File: config.mk
export PLATFORM = sky130hd
export DESIGN_NAME = mips32_fetch_unit
export DESIGN_NICKNAME = d
export VERILOG_FILES = /design/src/rtl/mips32_pkg.sv /design/src/rtl/mips32_fetch_fifo.sv /design/src/rtl/mips32_fetch_unit.sv
export SDC_FILE = /design/constraint.sdc
export NUM_CORES = 1
export LEC_CHECK = 0
export ABC_AREA = 0
export CAP_MARGIN = 20
export CELL_PAD_IN_SITES_DETAIL_PLACEMENT = 0
export CELL_PAD_IN_SITES_GLOBAL_PLACEMENT = 2
export CORE_MARGIN = 5
export CORE_UTILIZATION = 36
export DETAILED_ROUTE_END_ITERATION = 10
export PLACE_DENSITY = 0.75
export SETUP_SLACK_MARGIN = 0.4
export SLEW_MARGIN = 30
export SYNTH_ARGS = -nofsm -noshare
export SYNTH_HDL_FRONTEND = slang
export SYNTH_HIERARCHICAL = 1
export SYNTH_SLANG_ARGS = --single-unit
File: constraint.sdc
create_clock -name clk1 -period 2.8 [get_ports clk1]
set_input_delay 0.28 -clock clk1 [delete_from_list [all_inputs] [get_ports clk1]]
set_output_delay 0.28 -clock clk1 [all_outputs]
set_load 0.02 [all_outputs]
File: src/rtl/mips32_pkg.sv
// Shared MIPS32 definitions: word width, opcode encodings and the fetch buffer entry.
package mips32_pkg;
  localparam int WORD_W = 32;
  localparam int OPC_W  = 6;

  typedef enum logic [OPC_W-1:0] {
    OP_ADD   = 6'b000000,
    OP_SUB   = 6'b000001,
    OP_AND   = 6'b000010,
    OP_OR    = 6'b000011,
    OP_SLT   = 6'b000100,
    OP_MUL   = 6'b000101,
    OP_LW    = 6'b001000,
    OP_SW    = 6'b001001,
    OP_ADDI  = 6'b001010,
    OP_SUBI  = 6'b001011,
    OP_SLTI  = 6'b001100,
    OP_BNEQZ = 6'b001101,
    OP_BEQZ  = 6'b001110,
    OP_HLT   = 6'b111111
  } opcode_e;

  typedef struct packed {
    logic [WORD_W-1:0] ir;
    logic [WORD_W-1:0] npc;
  } fetch_entry_t;

  function automatic logic is_halt(input logic [WORD_W-1:0] word);
    return (word[WORD_W-1 -: OPC_W] == OP_HLT);
  endfunction
endpackage

File: src/rtl/mips32_fetch_fifo.sv
// Instruction buffer: DEPTH entries of {ir, npc}, pointers wrap modulo DEPTH.
module mips32_fetch_fifo
  import mips32_pkg::*;
#(
  parameter int DEPTH = 4,
  localparam int PTR_W = (DEPTH > 1) ? $clog2(DEPTH) : 1,
  localparam int CNT_W = $clog2(DEPTH + 1)
) (
  input  logic             clk1,
  input  logic             rst_n,
  input  logic             flush,
  input  logic             push,
  input  fetch_entry_t     din,
  input  logic             pop,
  output fetch_entry_t     dout,
  output logic             full,
  output logic             empty,
  output logic [CNT_W-1:0] count
);
  fetch_entry_t     mem_q [DEPTH];
  fetch_entry_t     mem_d [DEPTH];
  logic [PTR_W-1:0] wr_ptr_q, wr_ptr_d;
  logic [PTR_W-1:0] rd_ptr_q, rd_ptr_d;
  logic [CNT_W-1:0] count_q, count_d;
  logic             do_push_s, do_pop_s;

  function automatic logic [PTR_W-1:0] next_ptr(input logic [PTR_W-1:0] p);
    return (p == PTR_W'(DEPTH - 1)) ? PTR_W'(0) : p + PTR_W'(1);
  endfunction

  // Next-state for storage, pointers and occupancy.
  always_comb begin
    mem_d     = mem_q;
    wr_ptr_d  = wr_ptr_q;
    rd_ptr_d  = rd_ptr_q;
    count_d   = count_q;
    do_pop_s  = pop && !empty;
    do_push_s = push && (!full || do_pop_s);
    if (flush) begin
      wr_ptr_d = PTR_W'(0);
      rd_ptr_d = PTR_W'(0);
      count_d  = CNT_W'(0);
    end else begin
      if (do_push_s) begin
        mem_d[wr_ptr_q] = din;
        wr_ptr_d        = next_ptr(wr_ptr_q);
      end else begin
        wr_ptr_d = wr_ptr_q;
      end
      if (do_pop_s) begin
        rd_ptr_d = next_ptr(rd_ptr_q);
      end else begin
        rd_ptr_d = rd_ptr_q;
      end
      count_d = count_q + CNT_W'(do_push_s) - CNT_W'(do_pop_s);
    end
  end

  // State registers.
  always_ff @(posedge clk1 or negedge rst_n) begin
    if (!rst_n) begin
      for (int i = 0; i < DEPTH; i++) mem_q[i] <= '0;
      wr_ptr_q <= PTR_W'(0);
      rd_ptr_q <= PTR_W'(0);
      count_q  <= CNT_W'(0);
    end else begin
      mem_q    <= mem_d;
      wr_ptr_q <= wr_ptr_d;
      rd_ptr_q <= rd_ptr_d;
      count_q  <= count_d;
    end
  end

  assign dout  = mem_q[rd_ptr_q];
  assign full  = (count_q == CNT_W'(DEPTH));
  assign empty = (count_q == CNT_W'(0));
  assign count = count_q;
endmodule

File: src/rtl/mips32_fetch_unit.sv
// MIPS32 IF stage: word-addressed PC, in-order memory requests bounded by DEPTH,
// instruction buffer towards decode, redirect flush and HLT stop.
module mips32_fetch_unit
  import mips32_pkg::*;
#(
  parameter int                DEPTH    = 4,
  parameter logic [WORD_W-1:0] RESET_PC = 32'h0
) (
  input  logic              clk1,
  input  logic              rst_n,
  output logic              imem_req_valid,
  input  logic              imem_req_ready,
  output logic [WORD_W-1:0] imem_req_addr,
  input  logic              imem_rsp_valid,
  input  logic [WORD_W-1:0] imem_rsp_data,
  input  logic              redirect_valid,
  input  logic [WORD_W-1:0] redirect_pc,
  output logic              if_valid,
  input  logic              if_ready,
  output logic [WORD_W-1:0] if_ir,
  output logic [WORD_W-1:0] if_npc,
  output logic              fetch_halted
);
  localparam int CNT_W = $clog2(DEPTH + 1);
  localparam logic [CNT_W:0] DEPTH_LIM = (CNT_W + 1)'(DEPTH);

  logic [WORD_W-1:0] pc_q, pc_d;
  logic [CNT_W-1:0]  outst_q, outst_d;
  logic [CNT_W-1:0]  drop_q, drop_d;
  logic              halted_q, halted_d;

  logic [CNT_W-1:0]  buf_count_s;
  logic              buf_full_s, buf_empty_s;
  logic [CNT_W:0]    inflight_s;
  logic              req_fire_s, rsp_take_s, rsp_keep_s, rsp_halt_s, pop_s;
  fetch_entry_t      push_entry_s, head_entry_s;

  // Request gating, response classification and next-state.
  always_comb begin
    rsp_take_s = imem_rsp_valid && (outst_q != CNT_W'(0));
    rsp_keep_s = rsp_take_s && (drop_q == CNT_W'(0)) && !redirect_valid;
    rsp_halt_s = rsp_keep_s && is_halt(imem_rsp_data);
    inflight_s = {1'b0, buf_count_s} + {1'b0, outst_q};
    // A HLT arriving now already stops the next request, so nothing past it is fetched.
    imem_req_valid = rst_n && !halted_q && !redirect_valid && !rsp_halt_s &&
                     !buf_full_s && (inflight_s < DEPTH_LIM);
    req_fire_s = imem_req_valid && imem_req_ready;
    pop_s      = !buf_empty_s && if_ready;

    // Oldest outstanding request is pc_q - outst_q whenever nothing is pending drop.
    push_entry_s.ir  = imem_rsp_data;
    push_entry_s.npc = pc_q - WORD_W'(outst_q) + 32'd1;

    outst_d  = outst_q + CNT_W'(req_fire_s) - CNT_W'(rsp_take_s);
    pc_d     = pc_q;
    drop_d   = drop_q;
    halted_d = halted_q;
    if (redirect_valid) begin
      pc_d     = redirect_pc;
      halted_d = 1'b0;
      drop_d   = outst_d;
    end else begin
      if (req_fire_s) begin
        pc_d = pc_q + 32'd1;
      end else begin
        pc_d = pc_q;
      end
      if (rsp_take_s && (drop_q != CNT_W'(0))) begin
        drop_d = drop_q - CNT_W'(1);
      end else if (rsp_halt_s) begin
        halted_d = 1'b1;
        drop_d   = outst_d;
      end else begin
        drop_d = drop_q;
      end
    end
  end

  // Fetch control registers.
  always_ff @(posedge clk1 or negedge rst_n) begin
    if (!rst_n) begin
      pc_q     <= RESET_PC;
      outst_q  <= CNT_W'(0);
      drop_q   <= CNT_W'(0);
      halted_q <= 1'b0;
    end else begin
      pc_q     <= pc_d;
      outst_q  <= outst_d;
      drop_q   <= drop_d;
      halted_q <= halted_d;
    end
  end

  mips32_fetch_fifo #(.DEPTH(DEPTH)) u_fifo (
    .clk1  (clk1),
    .rst_n (rst_n),
    .flush (redirect_valid),
    .push  (rsp_keep_s),
    .din   (push_entry_s),
    .pop   (pop_s),
    .dout  (head_entry_s),
    .full  (buf_full_s),
    .empty (buf_empty_s),
    .count (buf_count_s)
  );

  assign imem_req_addr = pc_q;
  assign if_valid      = !buf_empty_s;
  assign if_ir         = head_entry_s.ir;
  assign if_npc        = head_entry_s.npc;
  assign fetch_halted  = halted_q;
endmodule

==> run metrics, run 1 <==
Final Non-Filler Cells 2,165; vias per cell 5.15; number of sinks driven by the clock tree 302; Final setup violation count 163; Final Net Count 1,693; global-route wire length before repair 71.0 mm; placement-stage cell area 19,300 um2; most common cell after layout, fill and taps aside sky130_fd_sc_hd__dfrtp_1; Worst setup EP type register; Die Footprint 49,100 um2; failing checks negative setup slack; worst-case setup margin in the final layout -0.248 ns; timing-limited maximum frequency 0.328 GHz; final count of hold timing violations 0; number of antenna violations at the first check in global routing 0; netlist area before placement 16,100 um2; worst hold slack after final layout 0.259 ns; Post-Place Worst Slack -0.340 ns; synthesized net count 1,350; die extent in x 222 um; synth-to-layout area growth 38.0%; Top FF cell, synth sky130_fd_sc_hd__dfrtp_1; last weighted congestion value of the routability-driven placer 0.813; worst vdd ir 487 uV; height of the chip 222 um; top cell type's share of synthesized area 46.9%; type of element launching the critical path register; tightest slew margin relative to the limit 43.5%; vias in the first global route 12,000; sequential area share after synthesis 46.9%; number of warning messages in the yosys log 6; arrival time of the worst setup path 3.47 ns; most area-consuming cells after synthesis sky130_fd_sc_hd__dfrtp_1, sky130_fd_sc_hd__mux2_2, sky130_fd_sc_hd__mux4_2; data required time at the worst endpoint 3.23 ns; type of the worst setup path reg -> reg; All-Layer GR Usage 18.2%; Pleak 10.2 nW; total overflow reported by the global router 0; Crit Path Max Fanout 4; Min Clock Period, post-route 3.05 ns; result of the run complete, but fails checks; number of max-slew violations in the final report 0; distinct cell type count of the synthesized netlist 68; share of flip-flops with an asynchronous set or reset 100%; maximum number of pins on one net before global-route repair 73; Initial Util 36.5%; Post-synth EDFFs 0; number of placement rows 77; Least-Margin Pin Slew 0.848 ns; number of design-rule violations left by the first detailed-router iteration 520; TritonCTS clock tree yes; clock network latency to the later pin of the worst-skew pair 0.54 ns; Hold Crit Class in -> reg; Antenna Violating Nets Remaining 0; number of iterations in the first detailed-routing pass 4; areal power density over the cells 715 nW/um2; clock-pin transition on the worst setup and hold timing paths 0.06 ns; count of buffers inserted at the top-level ports 168; Root Buffer sky130_fd_sc_hd__clkbuf_16; drc violations 0; # placed instances 2,029; Detailed Route WL 46.5 mm; Antenna Cells 0; setup repair after global routing missed its margin true; final period utilization 109%; Yosys reg bits 302; count of H-tree levels built during CTS 2; finished layout cell area 22,200 um2; Max-Cap Viols 0; CTS buffer count 36; Mapped Cells 1,204; DR WL/cell 21.5 um; Ports 169; vias 11,100; cell accounting for the most synthesized area sky130_fd_sc_hd__dfrtp_1; Max Buffers Root-to-Sink 3; commonest non-fill, non-tap cells in the layout sky130_fd_sc_hd__dfrtp_1, sky130_fd_sc_hd__mux2_2, sky130_fd_sc_hd__buf_4, sky130_fd_sc_hd__clkdlybuf4s50_1, sky130_fd_sc_hd__mux2_4; post-route core utilization 50.3%; Core Area 44,200 um2; layout cell share with drive strength beyond 1 45.1%; DP Wirelength 29.6 mm; average cell area after synthesis 13.4 um2; Post-Route Skew 0.0158 ns
==> cell families (layout without fill, tap and decap cells) <==
group,Yosys count,in the layout,synth area share [%]
AND/OR/NAND/NOR,184,184,5.88
multiplexers,323,323,27.0
XOR/XNOR,37,37,2.01
buffers and inverters,117,486,5.45
AO/OA/AOI/OAI,165,165,6.72
adder cells (fa/ha/maj),76,76,6.04
flip-flops,302,302,46.9
==> per-layer routing <==
| metal | vias up | track usage, % | share of wire (%) |
|---|---|---|---|
| met5 | - | 0 | 0 |
| met4 | 0 | 3.86 | 1.6 |
| met3 | 45 | 3.75 | 4.1 |
| met2 | 187 | 31.2 | 51 |
| met1 | 5780 | 23.9 | 44 |
| li1 | 5129 | - | - |
==> final timing paths <==
kind / start / end / slack [ns] / cells after the start
max: outst_q[1] / u_fifo/mem_q[159] / -0.25 / 13
min: redirect_valid / u_fifo/wr_ptr_q[1] / 0.26 / 5
max reg2reg: outst_q[1] / u_fifo/mem_q[159] / -0.25 / 13
min reg2reg: drop_q[2] / drop_q[2] / 0.49 / 2
max in group asynchronous: rst_n / imem_req_addr[6] / 0.92 / 4
min in group asynchronous: rst_n / u_fifo/mem_q[218] / 0.51 / 3
==> power by group <==
part / internal (mW) / total [mW] / switching [mW]
logic: 2.94 / 5.88 / 2.95
clock network: 2.81 / 4.71 / 1.90
registers: 4.96 / 5.31 / 0.355
==> metrics by stage <==
stage               TNS [ns]  total power [mW]
global placement      -24.96              10.8
finish                -14.98              15.9
floorplan              -4.18              8.53
detailed placement    -29.04              10.9
global route          -34.59              16.8
CTS                   -11.11              15.9
==> worst max-delay path, cell delays in order, from the launching register on <==
cell and delay [ns]:
sky130_fd_sc_hd__dfrtp_1 0.40, sky130_fd_sc_hd__ha_4 0.29, sky130_fd_sc_hd__inv_4 0.03, sky130_fd_sc_hd__ha_4 0.15, sky130_fd_sc_hd__inv_2 0.04, sky130_fd_sc_hd__fa_2 0.20, sky130_fd_sc_hd__nor2b_2 0.05, sky130_fd_sc_hd__o31a_1 0.26
sky130_fd_sc_hd__o31a_4 0.32, sky130_fd_sc_hd__a2111oi_4 0.32, sky130_fd_sc_hd__o31a_1 0.25, sky130_fd_sc_hd__o21a_1 0.17, sky130_fd_sc_hd__o211ai_1 0.15, sky130_fd_sc_hd__mux2_2 0.31
==> registers in the layout (all words and copies together) (netlist names) <==
| register | cells |
|---|---|
| fetch_halted | 1 |
| drop_q | 3 |
| outst_q | 3 |
| u_fifo/rd_ptr_q | 2 |
| imem_req_addr | 32 |
| u_fifo/mem_q | 256 |
| u_fifo/wr_ptr_q | 2 |
| u_fifo/count | 3 |
==> what timing repair did <==
action,4_1_cts,5_1_grt
pin swaps,26,19
hold buffers,1,0
gates resized for setup,277,76
gates cloned,14,10
buffers inserted,25,22
hold endpoints to repair,44,0
setup endpoints to repair,353,359
==> cells in the mapped netlist (2+ instances only) <==
cell,instances
sky130_fd_sc_hd__nand2b_1,3
sky130_fd_sc_hd__o21bai_1,3
sky130_fd_sc_hd__ha_1,73
sky130_fd_sc_hd__or3_1,2
sky130_fd_sc_hd__buf_2,12
sky130_fd_sc_hd__o31a_1,3
sky130_fd_sc_hd__dfrtp_1,302
sky130_fd_sc_hd__o211ai_1,6
sky130_fd_sc_hd__a221o_1,10
sky130_fd_sc_hd__and4_1,5
sky130_fd_sc_hd__nand2_1,56
sky130_fd_sc_hd__fa_1,3
sky130_fd_sc_hd__mux4_2,64
sky130_fd_sc_hd__inv_1,56
sky130_fd_sc_hd__mux2i_1,2
sky130_fd_sc_hd__and2_1,4
sky130_fd_sc_hd__a2111oi_2,2
sky130_fd_sc_hd__buf_12,24
sky130_fd_sc_hd__buf_1,4
sky130_fd_sc_hd__a32oi_1,4
sky130_fd_sc_hd__and3_1,15
sky130_fd_sc_hd__nor3_1,12
sky130_fd_sc_hd__o21a_1,5
sky130_fd_sc_hd__o21ai_0,53
sky130_fd_sc_hd__xor2_1,12
sky130_fd_sc_hd__buf_6,4
sky130_fd_sc_hd__nor2b_1,5
sky130_fd_sc_hd__o311ai_0,3
sky130_fd_sc_hd__nor2_1,31
sky130_fd_sc_hd__a21oi_1,43
sky130_fd_sc_hd__a21boi_0,2
sky130_fd_sc_hd__or2_2,3
sky130_fd_sc_hd__nand4_1,10
sky130_fd_sc_hd__a21o_1,5
sky130_fd_sc_hd__nor3b_1,2
sky130_fd_sc_hd__a31oi_1,4
sky130_fd_sc_hd__o31ai_1,3
sky130_fd_sc_hd__xnor2_1,25
sky130_fd_sc_hd__nand3b_1,3
sky130_fd_sc_hd__nand3_1,22
sky130_fd_sc_hd__a211oi_1,3
sky130_fd_sc_hd__nor4b_1,4
sky130_fd_sc_hd__nor4_1,2
sky130_fd_sc_hd__mux2_2,257
sky130_fd_sc_hd__clkbuf_1,15
==> final cells by class <==
cell class	instances	area, um2
clock buffers	49	1040
clock inverters	15	154
fillers	3871	22000
inverters	57	223
multi-input cells	785	8560
flip-flops and latches	302	7570
well taps	592	741
repair buffers	365	3950
Note: power is estimated with default switching activity, not from simulation.
==> inputs of run 2 (changes only) <==
--- a/config.mk
+++ b/config.mk
@@ -12,6 +12,7 @@
 export CORE_MARGIN = 5
 export CORE_UTILIZATION = 36
 export DETAILED_ROUTE_END_ITERATION = 10
+export HOLD_SLACK_MARGIN = 0.1
 export PLACE_DENSITY = 0.75
 export SETUP_SLACK_MARGIN = 0.4
 export SLEW_MARGIN = 30
==> results of run 2 <==
Final layout, timing and power as in run 1 (identical DEF).
==> inputs of run 3 (changes only) <==
--- a/config.mk
+++ b/config.mk
@@ -13,6 +13,7 @@
 export CORE_UTILIZATION = 36
 export DETAILED_ROUTE_END_ITERATION = 10
 export HOLD_SLACK_MARGIN = 0.1
+export MAX_ROUTING_LAYER = met4
 export PLACE_DENSITY = 0.75
 export SETUP_SLACK_MARGIN = 0.4
 export SLEW_MARGIN = 30
==> run metrics, run 3 (synthesis results as in run 1) <==
Worst R2R Path Depth 13 (unchanged); global-route wire length before repair 71.0 mm (unchanged); count of H-tree levels built during CTS 2 (unchanged); met1 routing resource usage after global routing 23.9% (unchanged); Max Buffers Root-to-Sink 3 (unchanged); drc violations 0 (unchanged); Worst Hold Launch redirect_valid (unchanged); number of sinks driven by the clock tree 302 (unchanged); count of buffer and inverter cells on the critical path 2 (unchanged); CTS buffer count 36 (unchanged); setup repair after global routing missed its margin true (unchanged); vias 11,200 (was 11,100); maximum number of pins on one net before global-route repair 73 (unchanged); met3 Usage GRT 3.61% (was 3.75%); Antenna Violating Nets Remaining 0 (unchanged); layout cell share with drive strength beyond 1 45.3% (was 45.1%); Initial Util 36.5% (unchanged); ordered cell list for the critical path ha_4 -> inv_4 -> ha_4 -> inv_2 -> fa_2 -> nor2b_2 -> o31a_1 -> o31a_4 -> a2111oi_4 -> o31a_1 -> o21a_1 -> o211ai_1 -> mux2_2 (unchanged); Max-Cap Viols 0 (unchanged); Hold Crit Class in -> reg (unchanged); most congested layer reported by global routing met2 (unchanged); switching share of power 32.8% (was 32.7%); commonest non-fill, non-tap cells in the layout sky130_fd_sc_hd__dfrtp_1, sky130_fd_sc_hd__mux2_2, sky130_fd_sc_hd__buf_4, sky130_fd_sc_hd__clkdlybuf4s50_1, sky130_fd_sc_hd__mux2_4 (unchanged); Die Footprint 49,100 um2 (unchanged); number of placement rows 77 (unchanged); result of the run complete, but fails checks (unchanged); Antenna Cells 0 (unchanged); cell internal pwr 10.7 mW (about the same); Pleak 10.2 nW (about the same); placement-stage cell area 19,300 um2 (unchanged); DR WL/cell 21.6 um (was 21.5 um); DP Wirelength 29.6 mm (unchanged); areal power density over the cells 715 nW/um2 (about the same); vias per cell 5.14 (was 5.15); max FFs per register 256 (unchanged); Core Area 44,200 um2 (unchanged); tightest slew margin relative to the limit 43.9% (was 43.5%); final count of hold timing violations 0 (unchanged); arrival time of the worst setup path 3.47 ns (about the same); final period utilization 109% (about the same); Final setup violation count 143 (was 163); Root Buffer sky130_fd_sc_hd__clkbuf_16 (unchanged); vias in the first global route 11,900 (was 12,000); most common cell after layout, fill and taps aside sky130_fd_sc_hd__dfrtp_1 (unchanged); net load switching power 5.23 mW (was 5.20 mW); TritonCTS clock tree yes (unchanged); part of the power in registers 33.3% (was 33.4%); type of the worst setup path reg -> reg (unchanged); Worst setup EP type register (unchanged); number of iterations in the first detailed-routing pass 4 (unchanged); clock network latency to the later pin of the worst-skew pair 0.54 ns (about the same); combinational group share of total power 37.0% (about the same); max incr delay on CP 0.40 ns (about the same); height of the chip 222 um (unchanged); number of antenna violations at the first check in global routing 0 (unchanged); type of element launching the critical path register (unchanged); share of power burned in the clock network 29.7% (was 29.6%); endpoint of the most critical register-to-register path u_fifo/mem_q[159] (unchanged); synth-to-layout area growth 38.2% (was 38.0%); failing checks negative setup slack (unchanged); global-route met2 utilization 31.3% (was 31.2%); last weighted congestion value of the routability-driven placer 0.825 (was 0.813); Final Net Count 1,699 (was 1,693); total overflow reported by the global router 0 (unchanged); number of design-rule violations left by the first detailed-router iteration 541 (was 520); number of max-slew violations in the final report 0 (unchanged); Min Clock Period, post-route 3.05 ns (about the same); finished layout cell area 22,300 um2 (was 22,200 um2); Least-Margin Pin Slew 0.841 ns (was 0.848 ns); Setup TNS -13.93 ns (was -14.98 ns); worst vdd ir 484 uV (was 487 uV); CP delay by family, top compound AO/OA/AOI/OAI gates (unchanged); die extent in x 222 um (unchanged); Detailed Route WL 47.0 mm (was 46.5 mm); master of the slowest instance on the critical path sky130_fd_sc_hd__dfrtp_1 (unchanged); Worst Hold Endpoint u_fifo/wr_ptr_q[1] (unchanged); All-Layer GR Usage 18.7% (was 18.2%); worst hold path cell count 5 (unchanged); largest reg by FF count u_fifo/mem_q (unchanged); r2r setup slk -0.25 ns (about the same); clock-pin transition on the worst setup and hold timing paths 0.06 ns (about the same); worst-case setup margin in the final layout -0.246 ns (was -0.248 ns); Crit Path Max Fanout 4 (unchanged); data required time at the worst endpoint 3.22 ns (was 3.23 ns); Post-Route Skew 0.0162 ns (was 0.0158 ns); timing-limited maximum frequency 0.328 GHz (about the same); count of buffers inserted at the top-level ports 168 (unchanged); Post-Place Worst Slack -0.340 ns (unchanged); critical register-to-register path startpoint outst_q[1] (unchanged); Ports 169 (unchanged)
==> run 3: changes by cell type in the layout (fill, tap and decap cells not counted), sizes merged <==
| cell | change |
|---|---|
| buf | +4 |
| clkbuf | +2 |
==> run 3: worst max path at each step <==
stage,start,end,slack (ns),cells after the start
2_1_floorplan,imem_req_addr[1],u_fifo/mem_q[159],-0.23,14
3_3_place_gp,outst_q[1],u_fifo/mem_q[159],-0.31,13
3_5_place_dp,outst_q[1],u_fifo/mem_q[95],-0.34,13
4_1_cts,outst_q[1],u_fifo/mem_q[223],-0.25,13
5_1_grt,imem_req_addr[1],u_fifo/mem_q[159],-0.37,15
6_report,outst_q[1],u_fifo/mem_q[159],-0.25,13
==> run 3: per-stage QoR <==
step           std cells  hold slack, ns  util, %  power (mW)
4_1_cts             2133           0.223     48.5        15.9
3_3_place_gp        2029           0.466     43.7        10.8
5_1_grt             2171           0.249     50.4        16.8
6_report            2171           0.257     50.4        15.9
2_1_floorplan       1204         -0.0156        -        8.53
3_5_place_dp        2029           0.481     43.7        10.9
==> run 3: routing by layer <==
layer | vias to the layer above | share of wire (%)
li1 | 5133 | -
met1 | 5795 | 44
met2 | 182 | 50
met3 | 51 | 3.7
met4 | 0 | 1.8
met5 | - | 0
==> run 3: cell type report <==
| class | instances | area, um2 |
|---|---|---|
| Clock buffer | 49 | 1040 |
| Multi-Input combinational cell | 785 | 8520 |
| Sequential cell | 302 | 7570 |
| Clock inverter | 15 | 154 |
| Inverter | 57 | 223 |
| Timing Repair Buffer | 371 | 4030 |
| Tap cell | 592 | 741 |
| Fill cell | 3859 | 21900 |
==> run 3: timing repair <==
| action | CTS | global route |
|---|---|---|
| endpoints found under the setup margin | 353 | 358 |
| cloned | 14 | 13 |
| hold endpoints to repair | 44 | 0 |
| pin swaps | 26 | 19 |
| resized for setup | 277 | 65 |
| hold buffers | 1 | 0 |
| buffers inserted | 25 | 25 |
==> run 3: worst min-delay path, delay by kind of cell <==
family	cells	cell delay (ns)
buffers and inverters	2	0.27
AO/OA/AOI/OAI	1	0.06
AND/OR/NAND/NOR	2	0.13
==> run 3: power by group through the flow <==
stage / Combinational [mW] / Clock [mW] / Sequential, mW
2_1_floorplan: 3.15 / 0 / 5.38
3_3_place_gp: 5.50 / 0 / 5.35
3_5_place_dp: 5.56 / 0 / 5.37
4_1_cts: 5.76 / 4.85 / 5.31
5_1_grt: 6.36 / 5.07 / 5.38
6_report: 5.90 / 4.73 / 5.31
